===== src/rtl/c17_bist_pkg.sv =====
// Shared types and constants for the c17 self-test controller.
package c17_bist_pkg;

  typedef enum logic [1:0] {
    ST_IDLE    = 2'd0,
    ST_APPLY   = 2'd1,
    ST_CAPTURE = 2'd2,
    ST_DONE    = 2'd3
  } state_t;

  localparam int unsigned LFSR_W    = 5;
  localparam int unsigned MISR_W    = 8;
  localparam logic [7:0]  MISR_POLY = 8'h1D;

  // Fibonacci taps for x^5 + x^3 + 1
  localparam int unsigned LFSR_TAP_HI = 4;
  localparam int unsigned LFSR_TAP_LO = 2;

endpackage


===== src/rtl/bist_misr.sv =====
// Multiple-input signature register with synchronous clear and capture enable.
module bist_misr #(
  parameter int unsigned        WIDTH = 8,
  parameter logic [WIDTH-1:0]   POLY  = 8'h1D
) (
  input  logic             clk,
  input  logic             rst,
  input  logic             clr,
  input  logic             en,
  input  logic [WIDTH-1:0] din,
  output logic [WIDTH-1:0] sig
);

  always_ff @(posedge clk or posedge rst) begin
    if (rst) begin
      sig <= '0;
    end else if (clr) begin
      sig <= '0;
    end else if (en) begin
      sig <= {sig[WIDTH-2:0], 1'b0} ^ (sig[WIDTH-1] ? POLY : '0) ^ din;
    end
  end

endmodule


===== src/rtl/c17_bist_ctrl.sv =====
// LFSR-driven BIST around the c17 netlist with MISR compaction and golden compare.
// Optional FI port for response fault injection: define C17_BIST_FAULT_INJ_EN.
module c17_bist_ctrl
  import c17_bist_pkg::*;
#(
  parameter int unsigned        PAT_COUNT  = 31,
  parameter logic [LFSR_W-1:0]  LFSR_SEED  = 5'h01,
  parameter logic [MISR_W-1:0]  GOLDEN_SIG = 8'h00
) (
  input  logic              CLK,
  input  logic              RST,
  input  logic              START,
`ifdef C17_BIST_FAULT_INJ_EN
  input  logic              FI,
`endif
  output logic              I1,
  output logic              I2,
  output logic              I3,
  output logic              I6,
  output logic              I7,
  input  logic              O22,
  input  logic              O23,
  output logic              BUSY,
  output logic              DONE,
  output logic              PASS,
  output logic [MISR_W-1:0] SIGNATURE,
  output logic [4:0]        PAT_IDX
);

  localparam logic [4:0] PAT_LAST = 5'(PAT_COUNT);

  state_t             state, state_nx;
  logic [LFSR_W-1:0]  lfsr;
  logic [4:0]         pat_idx;
  logic               load;
  logic               capture;
  logic               last_pat;
  logic               o22_eff;
  logic [MISR_W-1:0]  misr_din;
  logic [MISR_W-1:0]  sig;

  assign last_pat = (pat_idx + 5'd1) == PAT_LAST;

  always_ff @(posedge CLK or posedge RST) begin
    if (RST) state <= ST_IDLE;
    else     state <= state_nx;
  end

  always_comb begin
    state_nx = state;
    case (state)
      ST_IDLE:    if (START) state_nx = ST_APPLY;
      ST_APPLY:   state_nx = ST_CAPTURE;
      ST_CAPTURE: state_nx = last_pat ? ST_DONE : ST_APPLY;
      ST_DONE:    if (START) state_nx = ST_APPLY;
      default:    state_nx = ST_IDLE;
    endcase
  end

  always_comb begin
    load    = START && ((state == ST_IDLE) || (state == ST_DONE));
    capture = (state == ST_CAPTURE);
    BUSY    = (state == ST_APPLY) || (state == ST_CAPTURE);
    DONE    = (state == ST_DONE);
    PASS    = (state == ST_DONE) && (sig == GOLDEN_SIG);
  end

  always_ff @(posedge CLK or posedge RST) begin
    if (RST) begin
      lfsr    <= '0;
      pat_idx <= '0;
    end else if (load) begin
      lfsr    <= LFSR_SEED;
      pat_idx <= '0;
    end else if (capture) begin
      lfsr <= {lfsr[LFSR_W-2:0], lfsr[LFSR_TAP_HI] ^ lfsr[LFSR_TAP_LO]};
      if (pat_idx != PAT_LAST) pat_idx <= pat_idx + 5'd1;
    end
  end

`ifdef C17_BIST_FAULT_INJ_EN
  // FI only matters while capturing; the MISR ignores din otherwise
  assign o22_eff = O22 ^ FI;
`else
  assign o22_eff = O22;
`endif

  assign misr_din = {{(MISR_W-2){1'b0}}, O23, o22_eff};

  bist_misr #(
    .WIDTH (MISR_W),
    .POLY  (MISR_POLY)
  ) u_misr (
    .clk (CLK),
    .rst (RST),
    .clr (load),
    .en  (capture),
    .din (misr_din),
    .sig (sig)
  );

  assign {I1, I2, I3, I6, I7} = lfsr;
  assign SIGNATURE = sig;
  assign PAT_IDX   = pat_idx;

endmodule

===== config.mk =====
export PLATFORM = sky130hd
export DESIGN_NAME = c17_bist_ctrl
export DESIGN_NICKNAME = d
export VERILOG_FILES = /design/src/rtl/c17_bist_pkg.sv /design/src/rtl/bist_misr.sv /design/src/rtl/c17_bist_ctrl.sv
export SDC_FILE = /design/constraint.sdc
export NUM_CORES = 1
export LEC_CHECK = 0
export ABC_CLOCK_PERIOD_IN_PS = 3630
export CAP_MARGIN = 20
export CORE_ASPECT_RATIO = 1.4
export CORE_MARGIN = 8
export CORE_UTILIZATION = 34
export CTS_CLUSTER_DIAMETER = 200
export DETAILED_ROUTE_END_ITERATION = 10
export PLACE_DENSITY = 0.59
export SYNTH_ARGS = -nofsm -noshare
export SYNTH_HDL_FRONTEND = slang
export SYNTH_SLANG_ARGS = --single-unit

===== constraint.sdc =====
create_clock -name CLK -period 3.63 [get_ports CLK]
set_clock_uncertainty 0.15 [all_clocks]
set_input_delay 0.726 -clock CLK [delete_from_list [all_inputs] [get_ports CLK]]
set_output_delay 0.726 -clock CLK [all_outputs]
set_load 0.02 [all_outputs]

* Yosys cells after proc, flatten, opt, wreduce, memory -nomap -nowiden
Cells that the tools add are included.
** Storage, ports and cells
- Output and inout port bits :: 21
- Input port bits :: 5
- Word-level logic and storage cells :: 35
- Register bits after elaboration :: 20
** Cells by class
- Multiplexer cells :: 11
- Equality and inequality tests :: 6
- Bitwise logic cells :: 3
- $add $sub $neg :: 1
- Reductions and logical operators :: 10
** Operators by type and width (count)
- 5-bit two-way mux :: 6
- 8-bit two-way mux :: 2
- 8-bit logical NOT :: 1
- 8-bit by 2-bit bitwise XOR with 8-bit output :: 1
- 8-bit bitwise XOR :: 1
- 2-bit one-hot mux with 3 select lines :: 1
- 5-bit by 1-bit adder with 5-bit output (second input constant) :: 1
- 5-bit == test (second input constant) :: 1
- 5-bit inequality test (second input constant) :: 1
- 2-bit == test (second input constant) :: 2
- 2-bit two-way mux :: 2
- 2-bit nonzero test :: 2
- 2-bit by 1-bit == test with 1-bit output (second input constant) :: 1
- 1-bit logical AND :: 2
- 2-bit logical NOT :: 1
- 1-bit logical OR :: 2
- 2-bit by 1-bit inequality test with 1-bit output (second input constant) :: 1
- 2-bit AND reduction :: 1
- 2-bit OR reduction :: 1
- 1-bit bitwise XOR :: 1

* Depth between registers and ports, before layout
- Depth in word-level cells :: 5
- Mapped depth :: 6
- Gate-level depth less buffers :: 6

* Hierarchy
A second synthesis with hierarchy kept.
** Second synthesis, totals
- Cells, all modules :: 108
- Area, all modules :: 1138.6 sq um
** By module, submodules not included
- c17_bist_ctrl :: instances 1, area an instance 678.2 sq um, cells an instance 68, sequential area each 300.3 sq um
- bist_misr :: instances 1, area an instance 460.4 sq um, cells an instance 40, sequential area each 200.2 sq um

* Least setup slack after synthesis
No wires, ideal clock.
- Kind :: reg-to-output
- Start :: register u_misr.sig[3]
- End :: output port PASS
- Required time :: 2.754 ns
- Data arrival time :: 1.476 ns
- Stages on the path, launching flop included :: 4
- Slack :: 1.278 ns
- Path buffers :: 0
- Cell sequence :: dfrtp_1 -> nor4_1 -> nand3b_1 -> nor4_1
** On the way
- Word-level cells in the longest chain between the ends :: 2
** Ends and longest elaborated chain
- start: declaration :: RTL line bist_misr.sv:11 : output logic [WIDTH-1:0] sig
- start signal: assignment :: RTL line bist_misr.sv:20 : sig <= {sig[WIDTH-2:0], 1'b0} ^ (sig[WIDTH-1] ? POLY : '0) ^ din;
- 8-bit logical NOT :: RTL line c17_bist_ctrl.sv:65 : PASS = (state == ST_DONE) && (sig == GOLDEN_SIG);
- 1-bit logical AND :: RTL line c17_bist_ctrl.sv:65
- end: declaration :: RTL line c17_bist_ctrl.sv:25 : output logic PASS,
No other way between the ends.

* Worst setup path in the final report
Same ends and word-level chain as after synthesis.

==> flow_summary_export.csv <==
group,metric,value,unit
setup_path,path_class,"reg -> out",
global_route,grt_pass1_vias,766,
sta,finalHoldViolCount,0,
setup_path,crit_chain,"nor4_1 > nand3b_1 > nor4_1 > clkdlybuf4s50_1",
hold_path,hold_path_class,"reg -> reg",
floorplanning,die_x,62.4,um
synthesis,yosys-top-cells-count,"dfrtp_1 (20), nor2_1 (17), xnor2_1 (8)",
detailed_routing,wl,2.13,mm
synthesis,yosysWarnings,0,
cells_and_area,utilization,47.1,%
synthesis,synth_cells,99,
floorplanning,coreArea,2880,um^2
setup_path,crit_fanout,4,
cells_and_area,areaGrowthSynthToFinish,32.4,%
detailed_routing,drt_pass1_iterations,4,
setup_path,cp-end-kind,"primary output",
detailed_routing,routedWlPerCell,13.2,um
cells_and_area,stdcell_count,161,
detailed_routing,ant_nets,0,
sta,tns,0,ps
clock_tree,clkLatencyLatePin,250,ps
placed_design,numPortBuffers,25,
detailed_routing,vias,751,
floorplanning,start_util,35.6,%
synthesis,synth_seq_cells,20,
floorplanning,die_h,81.0,um
cells_and_area,antennaDiodeCount,0,
cells_and_area,fillers,285,
synthesis,ys_top_cells_by_area,"dfrtp_1 (49%), ha_1 (7.3%), mux2i_1 (6.8%)",
synthesis,syn_area,1020,um^2
setup_path,required,2750,ps
setup_path,crit_top_cell,"nor4_1",
placed_design,dpl_cell_area,1300,um^2
synthesis,yosysSeqAreaShare,48.8,%
synthesis,syn_nets,110,
clock_tree,clk_pin_slew,80,ps
cells_and_area,seq_area,500,um^2
sta,clock.fmax,358,MHz
outcome,status,"completed",
clock_tree,ctsHoldBuffers,0,
floorplanning,dieArea,5050,um^2
setup_path,critPathArrivalTime,1920,ps
clock_tree,cts_tree,"yes",
global_route,overflow,0,
floorplanning,design.portCount,26,
run,maxCapViolations,0,
cells_and_area,multiInputGateArea,478,um^2
synthesis,synth.distinct_cells,25,
sta,fin_crit,2800,ps
synthesis,avgSynthCellArea,10.4,um^2
pwr,ir_worst_vdd,0.000314,V
placed_design,gp_congestion,0.718,
synthesis,yosysTopAreaCell,"dfrtp_1",
sta,tightestPinTransition,770,ps
global_route,grt_max_degree,21,
detailed_routing,viasPerCell,4.66,
sta,setup_violations,0,
global_route,grt.total_usage,8.70,%
setup_path,startpoint_type,"register",
cells_and_area,drive_above_1_share,4.84,%
pwr,p_leak,0.577,nW
sta,period_share,77.0,%
synthesis,synth_top_area_share,48.8,%
global_route,antenna_found_initial,0,
detailed_routing,dr.first_iter.drc_count,15,
synthesis,synth-async-reset-ratio,100,%
setup_path,cpPeakStageDelay,650,ps
pwr,cellPowerDensity,862,nW/um^2
clock_tree,cts_htree_levels,1,
sta,rsz0062_at_grt,"no",
placed_design,dp.cells,157,
clock_tree,cts_buffers,3,
placed_design,dp_hpwl,1.61,mm
sta,slew_viol_final,0,
synthesis,synth_most_common_cell,"dfrtp_1",
detailed_routing,drc,0,
clock_tree,cts_resized,0,
clock_tree,postCtsSetupBuffers,0,
sta,relSlewSlack,48.6,%
clock_tree,cts-root-buf,"clkbuf_8",
synthesis,synthFlopType,"dfrtp_1",
pwr,p_total,0.00117,W
cells_and_area,fin_nets,136,
clock_tree,cts_buffer_depth,2,
setup_path,cp_slowest_cell,"clkdlybuf4s50_1",
global_route,grt_pass1_wl,3.64,mm
synthesis,synth-edff-count,0,
cells_and_area,final_area,1360,um^2
floorplanning,rows,23,
clock_tree,clkSinkCount,20,
-- worst max-delay path, delay by kind of cell, from the launching register on --
family	cells	cell delay (ps)
buffers and inverters	1	650
and+or+nand+nor	3	600
DFF	1	420
-- cells by family after synthesis --
family          Yosys count  synth area share [%]
simple gates             33                  15.5
flops                    20                  48.8
compound gates           13                  8.42
xor+xnor                 10                  8.55
buf+inv                  10                  4.52
mux                       7                  6.84
fa+ha+maj                 6                  7.33
-- metal layers --
metal / vias to the layer above / track usage [%] / part of all wire (%)
met5: - / 0 / 0
met4: 0 / 5.49 / 1.9
met3: 2 / 1.93 / 5.1
met2: 16 / 15.0 / 47
met1: 348 / 9.69 / 45
li1: 385 / - / -
-- report_power, final --
part | switching [W] | internal, W
clock | 0.0000710 | 0.0000963
sequential | 0.0000844 | 0.000301
combinational | 0.000322 | 0.000295
-- registers in the layout (all words and copies together) (netlist names) --
signal      cells
PAT_IDX         5
lfsr            5
state           2
u_misr.sig      8
-- stage by stage --
step	setup slack, ps	hold slack (ps)
CTS	800	408
global route	709	459
global placement	1110	382
floorplan	1280	399
detailed placement	1090	398
finish	835	403
-- cell usage in the layout (no fill, tap or decap), drive strengths merged --
master and count:
clkdlybuf4s50 25, dfrtp 20, nor2 17, xnor2 8, mux2i 7, a211oi 6
ha 6, inv 5, a21oi 4, clkbuf 4, nand2 3, nand2b 2
nand3b 2, xor2 2, nor4 2, and2 1, and2b 1, and3 1
nand3 1, o21ai 1, or3 1, nand4 1, o22a 1, o31ai 1
or2 1, buf 1
-- worst paths after layout --
| check | from | endpoint | slack [ps] | cells after the start |
|---|---|---|---|---|
| worst max-delay path | u_misr.sig[3] | PASS | 830 | 4 |
| worst min-delay path | PAT_IDX[4] | PAT_IDX[4] | 400 | 2 |
| worst max register to register | PAT_IDX[0] | PAT_IDX[3] | 1650 | 6 |
| worst min register to register | PAT_IDX[4] | PAT_IDX[4] | 400 | 2 |
| max in group asynchronous | RST | u_misr.sig[2] | 2080 | 2 |
| min in group asynchronous | RST | PAT_IDX[2] | 770 | 2 |
-- final cells by class --
cell class / instances / area share [%]
Tap cell: 37 / 3.41
Sequential cell: 20 / 36.9
Timing Repair Buffer: 26 / 19.0
Multi-Input combinational cell: 69 / 35.2
Clock buffer: 4 / 4.06
Inverter: 5 / 1.38
No activity file was read; power rests on OpenSTA's default activity.
==> edit, RTL diff (same flow settings) <==
Change the package constant `MISR_W` from 8 to 10.
--- a/src/rtl/c17_bist_pkg.sv
+++ b/src/rtl/c17_bist_pkg.sv
@@ -10,5 +10,5 @@
 
   localparam int unsigned LFSR_W    = 5;
-  localparam int unsigned MISR_W    = 8;
+  localparam int unsigned MISR_W    = 10;
   localparam logic [7:0]  MISR_POLY = 8'h1D;
 
Interface: changed (resized SIGNATURE); port bits go from 26 to 28. No check against the original RTL was run, so the function may have changed too.
==> edit against the unedited design <==
Final area rose by 8.8%; power rose by 4.3%; utilization fell by 2.2 points; area after synthesis rose by 10%; sequential cell count rose by 2; routed wire length rose by 13%; count of clock-buffer cells in the layout did not move; worst setup slack got worse by 0.16 ns; critical path type unchanged; largest cell class unchanged; highest routed layer unchanged.
==> edit: results (changes against the unedited design) <==
| Metric | Value |
|---|---|
| Syn_area_per_cell | `10.6 sq um (+2.0%)` |
| Worst Setup Slack post-DPL | `0.899 ns (-0.193 ns)` |
| Placer Congestion | `0.754 (+5.1%)` |
| Hpwl dp | `1760 um (+9.7%)` |
| Vias in the first global route | `823 (+7.4%)` |
| Max-slew headroom | `43.7% (-4.9 points)` |
| Largest net degree at the start of global routing | `27 (+29%)` |
| Leak pwr | `0.625 nW (+8.3%)` |
| Ys Warns | `0 (unchanged)` |
| Total GRT Usage | `9.04% (+0.34 points)` |
| Via count | `836 (+11%)` |
| Reg-to-reg startpoint | `PAT_IDX[0]` |
| Synth top area cells | `dfrtp_1 (49%), mux2i_1 (8.0%), ha_1 (6.6%)` |
| Arrival @ worst endpoint | `2.08 ns (+0.16 ns)` |
| Starting DRT DRC Count | `9 (-6)` |
| WL met1 | `977 um (+1.1%)` |
| Initial antenna violation count | `0 (unchanged)` |
| Max reg flops | `10 (+2)` |
| Met3 Wirelength | `152 um (+39%)` |
| Global-route wire length before repair | `3980 um (+9.5%)` |
| Share of layout cells above drive strength 1 | `6.02% (+1.2 points)` |
| Crit path time final | `2.95 ns (+0.158 ns)` |
| Outcome | `finished clean` |
| Placed cell count | `169 (+7.6%)` |
| Max VDD drop | `0.437 mV (+39%)` |
| Seq/Total Area, Yosys | `48.7% (-0.11 points)` |
| Top sig layer | `met4` |
| Syn_nets | `118 (+7.3%)` |
| Antenna Cells | `0 (unchanged)` |
| Port Buffer Count | `27 (+8.0%)` |
| Reg2reg setup slack | `1.69 ns (+0.04 ns)` |
| WL/cell | `13.9 um (+5.6%)` |
| Synth top cells by count | `dfrtp_1 (22), nor2_1 (19), mux2i_1 (9), xnor2_1 (8)` |
| Final #Nets | `145 (+6.6%)` |
| WL met2 | `1250 um (+24%)` |
| Most flops, register | `u_misr.sig` |
| Worst setup path startpoint | `state[0]` |
| Unique masters post-synth | `27 (+8.0%)` |
| Filler Cells Inserted | `329 (+15%)` |
| Vias/cell | `4.83 (+3.6%)` |
==> edit: cell count changes in the layout (fill, tap and decap cells not counted), sizes merged <==
cell	change
nor2	+2
nand2	+1
nor4b	+1
clkdlybuf4s50	+2
mux2i	+2
dfrtp	+2
nand3b	-1
==> edit: logic make-up after synthesis <==
family                     synth area share, %
DFF                                       48.7
AOI/OAI and AO/OA                         7.64
xor gates and xnor gates                  7.75
and+or+nand+nor                           16.3
muxes                                     7.97
adders and majority gates                 6.64
buffers and inverters                     4.98
==> edit: how the worst min path moves through the flow <==
| stage | start | end | slack (ns) | cells after the start |
|---|---|---|---|---|
| after detailed placement | lfsr[3] | lfsr[3] | 0.39 | 2 |
| after global routing | lfsr[3] | lfsr[3] | 0.45 | 2 |
| after global placement | lfsr[3] | lfsr[4] | 0.39 | 2 |
| after CTS | lfsr[3] | lfsr[3] | 0.41 | 2 |
| after floorplan | state[0] | state[0] | 0.40 | 2 |
| final | lfsr[3] | lfsr[3] | 0.40 | 2 |
==> edit: power breakdown <==
group	total, W	switching [W]	internal [W]
combinational	0.000636	0.000336	0.000300
clock	0.000172	0.0000757	0.0000965
sequential	0.000411	0.0000871	0.000324
==> edit: through the flow <==
stage          hold WS [ns]  area (sq um)  total power (W)
6_report              0.405          1480          0.00122
5_1_grt               0.448          1480          0.00131
3_5_place_dp          0.390          1420          0.00106
3_3_place_gp          0.389          1420          0.00106
4_1_cts               0.413          1480          0.00124
2_1_floorplan         0.399          1130         0.000828
==> edit: critical path: stages (launching register included) <==
cell	delay (ns)
dfrtp_1	0.40
ha_1	0.18
nor4b_1	0.31
nand2_1	0.09
nor4_1	0.19
clkdlybuf4s50_1	0.65
==> edit: routing by layer <==
layer	up-vias	global-route usage [%]
met5	-	0
met4	0	3.78
met3	2	3.33
li1	412	-
met2	15	15.0
met1	407	10.0
==> edit: cell type report <==
type / count / area (sq um) / area share [%]
repair buffers: 28 / 278 / 18.8
flip-flops and latches: 22 / 551 / 37.3
clock buffers: 4 / 55.1 / 3.73
well taps: 40 / 50.0 / 3.39
multi-input cells: 74 / 523 / 35.5
inverters: 5 / 18.8 / 1.27
